File: config.mk
export PLATFORM = sky130hd
export DESIGN_NAME = lfsr_rand_server
export DESIGN_NICKNAME = d
export VERILOG_FILES = /design/src/rtl/lfsr_pkg.sv /design/src/rtl/lfsr_rand_server_rr_arbiter.sv /design/src/rtl/lfsr_rand_server.sv
export SDC_FILE = /design/constraint.sdc
export NUM_CORES = 1
export LEC_CHECK = 0
export BUFFER_PORTS_ARGS = -buffer_cell sky130_fd_sc_hd__buf_4
export CAP_MARGIN = 20
export CORE_MARGIN = 10
export CORE_UTILIZATION = 30
export DETAILED_ROUTE_END_ITERATION = 12
export PLACE_DENSITY = 0.56
export SYNTH_ARGS = -nofsm -noshare
export SYNTH_HDL_FRONTEND = slang
export SYNTH_SLANG_ARGS = --single-unit
File: constraint.sdc
create_clock -name clk -period 6.25 [get_ports clk]
set_input_delay 0.3125 -clock clk [delete_from_list [all_inputs] [get_ports clk]]
set_output_delay 0.3125 -clock clk [all_outputs]
set_load 0.05 [all_outputs]
File: src/rtl/lfsr_pkg.sv
// Shared LFSR definitions for the random-word server: tap mask, lock-up value,
// FSM state encoding and the 27-bit XNOR next-state function.
package lfsr_pkg;

  localparam int          LFSR27_W      = 27;
  // Feedback taps 26, 4, 1, 0
  localparam logic [26:0] LFSR27_TAPS   = 27'h400_0013;
  localparam logic [26:0] LFSR27_LOCKUP = '1;

  typedef enum logic [1:0] {
    IDLE = 2'd0,
    STEP = 2'd1,
    ACK  = 2'd2
  } state_t;

  function automatic logic [26:0] lfsr27_next(input logic [26:0] r);
    return {r[25:0], ~(^(r & LFSR27_TAPS))};
  endfunction

endpackage

File: src/rtl/lfsr_rand_server_rr_arbiter.sv
// Combinational round-robin picker: searches upward from the requester after
// `last`, wrapping, and returns the winner as one-hot and as an index.
module rr_arbiter #(
  parameter int NREQ = 4,
  parameter int IW   = $clog2(NREQ)
) (
  input  logic [NREQ-1:0] req,
  input  logic [IW-1:0]   last,
  output logic [NREQ-1:0] gnt,
  output logic [IW-1:0]   idx,
  output logic            vld
);

  int            k;
  logic [IW-1:0] kk;

  always_comb begin
    gnt = '0;
    idx = '0;
    vld = 1'b0;
    k   = 0;
    kk  = '0;
    for (int i = 1; i <= NREQ; i++) begin
      k  = (int'(last) + i) % NREQ;
      kk = k[IW-1:0];
      if (!vld && req[kk]) begin
        vld     = 1'b1;
        gnt[kk] = 1'b1;
        idx     = kk;
      end
    end
  end

endmodule

File: src/rtl/lfsr_rand_server.sv
// Shares one 27-bit XNOR LFSR among NREQ requesters: round-robin grant, STEPS
// advances per grant, registered one-hot ack with the resulting word.
//
// state | meaning
// ------+---------------------------------------------------------------
// IDLE  | waiting for any req; arbitrates from (last+1) mod NREQ
// STEP  | advancing the LFSR once per enabled cycle, cnt counts down to 0
// ACK   | registering ack[g] and dat=r, pointer moves to g
module lfsr_rand_server
  import lfsr_pkg::*;
#(
  parameter int             NREQ  = 4,
  parameter int             WID   = 27,
  parameter int             STEPS = 8,
  parameter logic [WID-1:0] SEED  = '0
) (
  input  logic            clk,
  input  logic            rst,
  input  logic            ce,
  input  logic            seed_ld,
  input  logic [WID-1:0]  seed,
  input  logic [NREQ-1:0] req,
  output logic [NREQ-1:0] ack,
  output logic [WID-1:0]  dat,
  output logic            busy
);

  localparam int         IW       = $clog2(NREQ);
  localparam logic [7:0] CNT_LOAD = 8'(STEPS - 1);

  state_t          state, state_nx;
  logic [WID-1:0]  r, r_nx;
  logic [7:0]      cnt, cnt_nx;
  logic [IW-1:0]   g, g_nx;
  logic [NREQ-1:0] g_oh, g_oh_nx;
  logic [IW-1:0]   last, last_nx;
  logic [NREQ-1:0] ack_nx;
  logic [WID-1:0]  dat_nx;

  logic [NREQ-1:0] arb_gnt;
  logic [IW-1:0]   arb_idx;
  logic            arb_vld;

  rr_arbiter #(
    .NREQ (NREQ),
    .IW   (IW)
  ) u_arb (
    .req  (req),
    .last (last),
    .gnt  (arb_gnt),
    .idx  (arb_idx),
    .vld  (arb_vld)
  );

  always_ff @(posedge clk) begin
    if (rst) begin
      state <= IDLE;
      r     <= SEED;
      cnt   <= '0;
      g     <= '0;
      g_oh  <= '0;
      last  <= IW'(NREQ - 1);
      ack   <= '0;
      dat   <= '0;
    end else if (ce) begin
      state <= state_nx;
      r     <= r_nx;
      cnt   <= cnt_nx;
      g     <= g_nx;
      g_oh  <= g_oh_nx;
      last  <= last_nx;
      ack   <= ack_nx;
      dat   <= dat_nx;
    end else begin
      // ack is a strobe: it must not stretch while the block is stalled
      ack <= '0;
    end
  end

  always_comb begin
    state_nx = state;
    r_nx     = r;
    cnt_nx   = cnt;
    g_nx     = g;
    g_oh_nx  = g_oh;
    last_nx  = last;
    ack_nx   = '0;
    dat_nx   = dat;

    if (seed_ld) begin
      // The lock-up pattern would stall the LFSR forever, so it loads as zero
      r_nx     = (seed == LFSR27_LOCKUP) ? '0 : seed;
      state_nx = IDLE;
    end else begin
      case (state)
        IDLE: begin
          if (arb_vld) begin
            g_nx     = arb_idx;
            g_oh_nx  = arb_gnt;
            cnt_nx   = CNT_LOAD;
            state_nx = STEP;
          end
        end
        STEP: begin
          r_nx = lfsr27_next(r);
          if (cnt == '0) begin
            state_nx = ACK;
          end else begin
            cnt_nx = cnt - 8'd1;
          end
        end
        ACK: begin
          ack_nx   = g_oh;
          dat_nx   = r;
          last_nx  = g;
          state_nx = IDLE;
        end
        default: state_nx = IDLE;
      endcase
    end
  end

  assign busy = (state != IDLE);

endmodule

==> out/results.ini, run 1 <==
[clock_tree]
clkTransAtPathRegs_ns = 0.06
postCtsHoldBufs = 0
cts_made_buffers = 9
cts_sinks = 76
h-tree-depth = 3
cts_root_buffer = clkbuf_16
ctsResizeCount = 0
cts_tree = yes
postCtsSetupRepairBufs = 0
clockBufferDepth = 2
clkLatencyLatePin_ns = 0.33

[critical_path]
reg2reg_slack_ns = 3.30
r2r-start = last[0]
critPathKind = reg -> reg
arrival_ns = 3.19
end_kind = register
critPathMaxFanout = 15
reg2reg_to = g_oh[3]
start_kind = register
reg2reg_depth = 7
cp.required_ns = 6.49

[synth]
synthCells = 428
yosys_register_bits = 76
yosysWarnings = 0
synth_fp_nets = 473
async_flop_share = 0
synth-edff-count = 0
synth_area_um2 = 3560
ys_seq_area_frac = 0.427
synth_cell_types = 54
ys.flop_type = dfxtp_1
syn_area_per_cell_um2 = 8.32

[placement]
dp_cells = 606
dpl.hpwl_um = 6890
io_buffers = 66
detailed_place.area_um2 = 4100
pre_cts_ws_ns = 3.41
gp_congestion = 0.845

[final_layout]
diodes = 0
nets = 521
drive_gt1_frac = 0.196
final_cell_mix = dfxtp_1, buf_4, nand2_1, nor2_1, a221oi_1
final_util = 0.388
fin_cells = 623
layout_commonest_cell = dfxtp_1
syn_to_final_growth_pct = 25.4
design_area_um2 = 4460

[die]
die_w_um = 129
rows = 39
ios = 67
die-area_um2 = 16600
core_area_um2 = 11500
die_y_um = 129
initial_utilization = 0.309

[timing]
tightestPinTransition_ns = 0.995
skew_ns = 0.00686
holdWs_ns = 0.323
tns_ns = 0
setup_ws_ns = 3.30
post-route-period-util = 0.472
post-route-min-period_ns = 2.95
slew_viol_final = 0
setup_viol = 0
finalHoldViolations = 0
maxSlewHeadroom = 0.337
grt_setup_unrepaired = false
clock.fmax_mhz = 339

[detailed_routing]
antenna_left = 0
post_drt_wl_per_cell_um = 16.0
wirelength_um = 9940
first_iter_violations = 200
drc_errors = 0
dr.pass1.iters = 4
num_vias = 3260
avgViaCountPerCell = 5.23

[grt]
grt_max_degree = 71
grt_pass1_vias = 3278
grtUsageTotal = 0.117
grt-ovfl-total = 0
antenna_found_initial = 0
grt_pass1_wl_um = 16400

[pwr]
vdd_drop_max_mv = 0.144
total_power_mw = 1.25
p_leak_nw = 1.72
powerDensity_nw_per_um2 = 280

[hold_path]
min_to = r[3]
worstHoldStart = seed[3]
hold-path-cell-count = 3
hp-class = in -> reg

[run_status]
status = finished, final reports clean

[job]
cap_violations = 0

-- layout make-up --
type / count / area, µm²
Clock inverter: 5 / 100
Sequential cell: 76 / 1520
Inverter: 7 / 26.3
Fill cell: 1222 / 7050
Timing Repair Buffer: 70 / 541
Multi-Input combinational cell: 312 / 1860
Tap cell: 143 / 179
Clock buffer: 10 / 239
-- metal layers --
metal	routed length, µm	up-vias	GRT usage	part of all wire
li1	-	1647	-	-
met1	4660	1536	0.151	0.47
met2	4790	67	0.189	0.48
met3	380	10	0.0246	0.038
met4	112	0	0.0462	0.011
met5	0	-	0	0
-- worst max-delay path, cell delays in order, from the launching register on --
cell	delay, ns
dfxtp_1	0.65
inv_1	0.30
ha_1	0.58
mux2i_1	0.27
mux2i_1	0.20
a211oi_1	0.49
nand2_1	0.10
a311oi_1	0.26
-- state kept, by name (all words and copies together) (netlist names) --
name   count
cnt        8
last       2
g          2
dat       27
r         27
ack        4
state      2
g_oh       4
-- where the power goes --
| group | internal [mW] | total (mW) | leakage (nW) | switching (mW) |
|---|---|---|---|---|
| combinational | 0.0554 | 0.134 | 0.935 | 0.0787 |
| clock | 0.397 | 0.592 | 0.168 | 0.195 |
| sequential | 0.506 | 0.524 | 0.620 | 0.0179 |
-- Yosys cell counts, drive strengths merged, types with 2 or more instances --
| cell | n | area (µm²) |
|---|---|---|
| dfxtp | 76 | 1520 |
| nand2 | 66 | 248 |
| nor2 | 53 | 199 |
| a21oi | 32 | 160 |
| a221oi | 32 | 280 |
| nor3 | 31 | 160 |
| clkbuf | 20 | 85.1 |
| buf | 13 | 82.6 |
| nand4 | 12 | 75.1 |
| ha | 10 | 125 |
| inv | 7 | 26.3 |
| xor2 | 7 | 61.3 |
| a311oi | 6 | 52.6 |
| mux2i | 5 | 50.1 |
| nor4 | 5 | 37.5 |
| a211oi | 4 | 30.0 |
| and2 | 4 | 25.0 |
| nand3 | 4 | 20.0 |
| nor3b | 4 | 30.0 |
| nor2b | 3 | 18.8 |
| a211o | 2 | 17.5 |
| and3 | 2 | 12.5 |
| nand2b | 2 | 12.5 |
| o211ai | 2 | 20.0 |
| o21a | 2 | 15.0 |
| o21ai | 2 | 10.0 |
| o31ai | 2 | 15.0 |
| or2 | 2 | 12.5 |
-- logic make-up after synthesis --
logic type               synth area share
AND/OR/NAND/NOR                     0.257
AO/OA/AOI/OAI                       0.189
flip-flops                          0.427
buffers and inverters              0.0545
adder cells (fa/ha/maj)            0.0351
XOR/XNOR                           0.0197
multiplexers                       0.0172
-- how the worst max path moves through the flow --
stage	to	cells past startpoint	slack (ns)	from
global placement	g_oh[2]	7	3.59	last[0]
global route	g_oh[3]	7	3.04	last[0]
floorplan	g_oh[0]	9	3.98	last[0]
finish	g_oh[3]	7	3.30	last[0]
detailed placement	g_oh[3]	7	3.41	last[0]
CTS	g_oh[0]	7	3.35	last[0]
Note: power is estimated with default switching activity, not from simulation.
==> run 2: changes to the inputs <==
- ABC_AREA: unset -> 1
- clock period: 6.25 -> 3.08 ns (I/O delays scaled with it)
==> run 2 against run 1 <==
Area after synthesis up 9.5%. Wire length up 3.4%. Non-clock buffer count unchanged. Clock-buffer cell count up 1. Highest routed layer unchanged.
==> out/results.ini, run 2 <==
[final_layout]
final_cell_mix = nand2_1, nor2_1, dfxtp_1, buf_4, a21oi_1
layout_commonest_cell = nand2_1
diodes = 0  ; unchanged
syn_to_final_growth_pct = 24.2
drive_gt1_frac = 0.177  ; -0.0187
final_util = 0.382  ; -0.00561
top_regs = dat: 27 flops, r: 27 flops, cnt: 8 flops
nets = 678  ; +30%

[clock_tree]
cts_root_buffer = clkbuf_16
h-tree-depth = 3  ; unchanged
cts_made_buffers = 9  ; unchanged
clkTransAtPathRegs_ns = 0.06  ; about the same
postCtsHoldBufs = 0  ; unchanged
cts_sinks = 76  ; unchanged
clkLatencyLatePin_ns = 0.33  ; about the same
ctsResizeCount = 0  ; unchanged
clockBufferDepth = 2  ; unchanged
postCtsSetupRepairBufs = 0  ; unchanged
cts_tree = yes

[detailed_routing]
drc_errors = 0  ; unchanged
avgViaCountPerCell = 4.66  ; -11%
antenna_left = 0  ; unchanged
num_vias = 3775  ; +16%
post_drt_wl_per_cell_um = 12.7  ; -21%
first_iter_violations = 209  ; +4.5%
wirelength_um = 10300  ; +3.4%
dr.pass1.iters = 5  ; +1

[timing]
finalHoldViolations = 0  ; unchanged
maxSlewHeadroom = 0.346  ; +0.00944
skew_ns = 0.00730  ; +0.000442 ns
tightestPinTransition_ns = 0.978  ; -0.0171 ns
slew_viol_final = 0  ; unchanged
post-route-min-period_ns = 2.23  ; -0.719 ns
grt_setup_unrepaired = false
setup_viol = 0  ; unchanged
post-route-period-util = 0.725  ; +0.253
tns_ns = 0  ; unchanged
clock.fmax_mhz = 448  ; +32%

[critical_path]
cp.required_ns = 3.34  ; -3.15 ns
end_kind = register
critPathMaxFanout = 10  ; -5
reg2reg_slack_ns = 0.85  ; -2.45 ns
critPathKind = reg -> reg
start_kind = register
arrival_ns = 2.49  ; -0.70 ns

[pwr]
powerDensity_nw_per_um2 = 530  ; +89%
vdd_drop_max_mv = 0.202  ; +41%
p_leak_nw = 2.33  ; +35%

[grt]
grt-ovfl-total = 0  ; unchanged
grtUsageTotal = 0.114  ; -0.00393
grt_pass1_wl_um = 17400  ; +6.3%
grt_max_degree = 65  ; -8.5%
antenna_found_initial = 0  ; unchanged
grt_pass1_vias = 3786  ; +15%

[synth]
synth_fp_nets = 623  ; +32%
synth-edff-count = 0  ; unchanged
synth_commonest_cells = nand2_1, nor2_1, dfxtp_1, a21oi_1, o21ai_0
syn_area_per_cell_um2 = 6.74  ; -19%
yosys.area.top_type_share = 0.390  ; -0.0369
ys_seq_area_frac = 0.390  ; -0.0369
synth_area_um2 = 3900  ; +9.5%
yosys-top-cells-area = dfxtp_1, nand2_1, nor2_1, a21oi_1, o21ai_0
yosys_register_bits = 76  ; unchanged
yosysWarnings = 0  ; unchanged
async_flop_share = 0  ; unchanged
synthCells = 578  ; +35%
synth_cell_types = 34  ; -37%
synth_area_leader_cell = dfxtp_1
ys.flop_type = dfxtp_1
synthMostInstantiatedCell = nand2_1

[die]
core_area_um2 = 12700  ; +10%
die_y_um = 134  ; +3.9%
ios = 67  ; unchanged
rows = 41  ; +5.1%
die-area_um2 = 18000  ; +8.0%
initial_utilization = 0.308  ; -0.00162
die_w_um = 134  ; +3.9%

[placement]
io_buffers = 66  ; unchanged
gp_congestion = 0.849  ; +0.52%
dpl.hpwl_um = 7410  ; +7.5%

[job]
cap_violations = 0  ; unchanged

[run_status]
status = finished, final reports clean

[hold_path]
hp-class = in -> reg

## run 2: changes by cell type in the layout (fill, tap and decap cells not counted), moves of 22 or more
cell,before,now
inv_1,7,52
nor3_1,30,3
nand2_1,66,115
nand3_1,4,26
a221oi_1,32,0
o21ai_0,1,56
a21oi_1,31,65
nor2_1,53,98
## run 2: report_power, final
part / leakage (nW) / internal (mW) / total [mW] / switching [mW]
Clock: 0.156 / 0.673 / 1.09 / 0.415
Sequential: 0.621 / 1.04 / 1.07 / 0.0369
Combinational: 1.55 / 0.146 / 0.408 / 0.262
Total: 2.33 / 1.85 / 2.57 / 0.714
## run 2: cell families after synthesis
kind of cell    Yosys count  synth area share
simple gates            271             0.308
compound gates          128             0.168
buf+inv                  86            0.0860
flops                    76             0.390
fa+ha+maj                10            0.0321
xor+xnor                  7            0.0157
## run 2: final timing paths
| kind | start | endpoint | cells after the start |
|---|---|---|---|
| worst min register to register | g_oh[1] | ack[1] | 2 |
| worst min-delay path | rst | state[0] | 2 |
| worst max-delay path | last[1] | cnt[2] | 10 |
| worst max register to register | last[1] | cnt[2] | 10 |
## run 2: metrics by stage
| step | total power, mW | area [µm²] | setup slack (ns) | hold WS, ns | instances |
|---|---|---|---|---|---|
| floorplan | 1.38 | 3900 | 1.14 | 0.373 | 578 |
| global placement | 1.49 | 4530 | 0.974 | 0.403 | 794 |
| detailed placement | 1.50 | 4530 | 0.869 | 0.399 | 794 |
| CTS | 2.59 | 4840 | 0.844 | 0.0430 | 810 |
| global route | 2.70 | 4840 | 0.608 | 0.0455 | 810 |
| finish | 2.57 | 4840 | 0.846 | 0.0587 | 810 |
## run 2: critical path, stage by stage, from the launching register on
cell     delay [ns]
dfxtp_1        0.52
inv_1          0.23
ha_1           0.38
inv_1          0.10
nand2_4        0.08
nand2_4        0.08
nor2_8         0.19
nand4_4        0.19
nand2_4        0.16
nand2_1        0.06
a21oi_1        0.14
## run 2: routing by layer
metal / track usage / wire, µm / vias up / share of wire
met1: 0.145 / 5030 / 1730 / 0.49
met4: 0.0326 / 110 / 0 / 0.011
met3: 0.0366 / 573 / 11 / 0.056
li1: - / - / 1958 / -
met2: 0.178 / 4570 / 76 / 0.44
met5: 0 / 0 / - / 0
## run 2: cell type report
| cell class | count | area (µm²) |
|---|---|---|
| sequential | 76 | 1520 |
| inverter | 60 | 228 |
| clock buffer | 11 | 253 |
| timing repair buffer | 70 | 526 |
| fill | 1366 | 7830 |
| multi-input combinational | 416 | 2040 |
| tap | 172 | 215 |
| clock inverter | 5 | 57.6 |
==> run 3: changes to the inputs <==
- ABC_AREA: 1 -> 0
- clock period: 3.08 -> 2.15 ns (I/O delays scaled with it)
==> run 3 against run 2 <==
Non-clock buffer count increased by 12. Fmax is 15% higher. Critical path depth decreased by 5. Worst hold slack gained 0.075 ns. Global-route usage grew 0.14 points. Sequential share of layout area rose by 2.3 points. Design area is 6.8% lower. Core utilization up 0.97 points.
==> out/results.ini, run 3 (synthesis gave the netlist of run 1 again) <==
[clock_tree]
cts_tree = yes
h-tree-depth = 3  ; unchanged
clkTransAtPathRegs_ns = 0.06  ; about the same
cts_made_buffers = 9  ; unchanged
clockBufferDepth = 2  ; unchanged
cts_root_buffer = clkbuf_16
cts_sinks = 76  ; unchanged
clkLatencyLatePin_ns = 0.33  ; about the same
postCtsHoldBufs = 0  ; unchanged

[die]
die_y_um = 129  ; -3.8%
initial_utilization = 0.309  ; +0.00162
ios = 67  ; unchanged
rows = 39  ; -4.9%
die-area_um2 = 16600  ; -7.4%
core_area_um2 = 11500  ; -9.1%
die_w_um = 129  ; -3.8%

[timing]
clock.fmax_mhz = 515  ; +15%
post-route-min-period_ns = 1.94  ; -0.292 ns
maxSlewHeadroom = 0.604  ; +0.258
tns_ns = 0  ; unchanged
slew_viol_final = 0  ; unchanged
grt_setup_unrepaired = false
finalHoldViolations = 0  ; unchanged
skew_ns = 0.00906  ; +0.00176 ns
setup_ws_ns = 0.208  ; -0.638 ns
post-route-period-util = 0.903  ; +0.178
setup_viol = 0  ; unchanged
tightestPinTransition_ns = 0.588  ; -0.390 ns

[pwr]
powerDensity_nw_per_um2 = 726  ; +37%
vdd_drop_max_mv = 0.369  ; +83%
total_power_mw = 3.28  ; +28%
p_leak_nw = 1.73  ; -26%

[detailed_routing]
antenna_left = 0  ; unchanged
dr.pass1.iters = 4  ; -1
drc_errors = 0  ; unchanged
wirelength_um = 9740  ; -5.2%
post_drt_wl_per_cell_um = 15.3  ; +21%
avgViaCountPerCell = 5.23  ; +12%
num_vias = 3325  ; -12%
first_iter_violations = 265  ; +27%

[final_layout]
drive_gt1_frac = 0.225  ; +0.0480
final_cell_mix = buf_4, dfxtp_1, nand2_1, nor2_1, a221oi_1
layout_commonest_cell = buf_4
diodes = 0  ; unchanged
nets = 533  ; -21%
design_area_um2 = 4510  ; -6.8%
top_regs = dat: 27 flops, r: 27 flops, cnt: 8 flops
final_util = 0.392  ; +0.00974
syn_to_final_growth_pct = 26.7

[grt]
grtUsageTotal = 0.115  ; +0.00144
grt_max_degree = 49  ; -25%
grt-ovfl-total = 0  ; unchanged
grt_pass1_vias = 3190  ; -16%
antenna_found_initial = 0  ; unchanged
grt_pass1_wl_um = 15900  ; -8.8%

[placement]
detailed_place.area_um2 = 4200  ; -7.4%
dpl.hpwl_um = 7010  ; -5.3%
gp_congestion = 0.863  ; +1.6%
pre_cts_ws_ns = 0.0604  ; -0.808 ns
io_buffers = 66  ; unchanged

[critical_path]
worstPathCellList = buf_4, mux2_2, o31ai_1, a221oi_1, a311oi_1
slowest_delay_ns = 0.48  ; -0.04 ns
critPathBufInv = 1  ; -1
slowest_stage = o31ai_1
critPathMaxFanout = 13  ; +3
cp.required_ns = 2.38  ; -0.96 ns
end_kind = register
critical_path.top_delay_family = compound AO/OA/AOI/OAI gates
arrival_ns = 2.17  ; -0.32 ns
critPathKind = reg -> reg
start_kind = register

[job]
cap_violations = 0  ; unchanged

[run_status]
status = finished, final reports clean

[hold_path]
hp-class = in -> reg

==> run 3: worst paths after layout <==
kind                            startpoint       to  slack (ns)  cells after the start
worst max register to register     last[1]  g_oh[1]        0.21                      5
worst min register to register      dat[1]   dat[1]        0.45                      2
worst min-delay path               seed[7]     r[7]        0.13                      3
worst max-delay path               last[1]  g_oh[1]        0.21                      5
==> run 3: report_power, final <==
| part | switching, mW | internal [mW] | total (mW) |
|---|---|---|---|
| registers | 0.0510 | 1.47 | 1.52 |
| clock network | 0.580 | 0.779 | 1.36 |
| logic | 0.226 | 0.170 | 0.396 |
| total | 0.857 | 2.42 | 3.28 |
==> run 3: area by class of cell <==
cell class              count  area, µm²
fillers                  1181       7000
clock inverters             6       41.3
well taps                 143        179
flip-flops and latches     76       1520
repair buffers             82        631
inverters                   7       26.3
clock buffers              10        229
multi-input cells         312       1880
==> run 3: routing by layer <==
metal	up-vias	global-route usage	routed length, µm
li1	1664	-	-
met1	1589	0.144	4390
met2	66	0.186	4760
met3	6	0.0361	484
met4	0	0.0328	105
met5	-	0	0
==> run 3: stage by stage <==
step                instances  hold WS (ns)
floorplan                 428         0.346
global placement          618         0.441
detailed placement        618         0.447
CTS                       634         0.120
global route              636         0.128
finish                    636         0.133
==> run 3: tightest hold or removal path: stages <==
cell and delay (ns):
buf_4 0.09, a221oi_1 0.06, nor3_1 0.16
==> run 3: what timing repair did <==
item                                    CTS  global route
buffers inserted                          0             0
gates resized for setup                   0             3
endpoints found under the setup margin    0             4
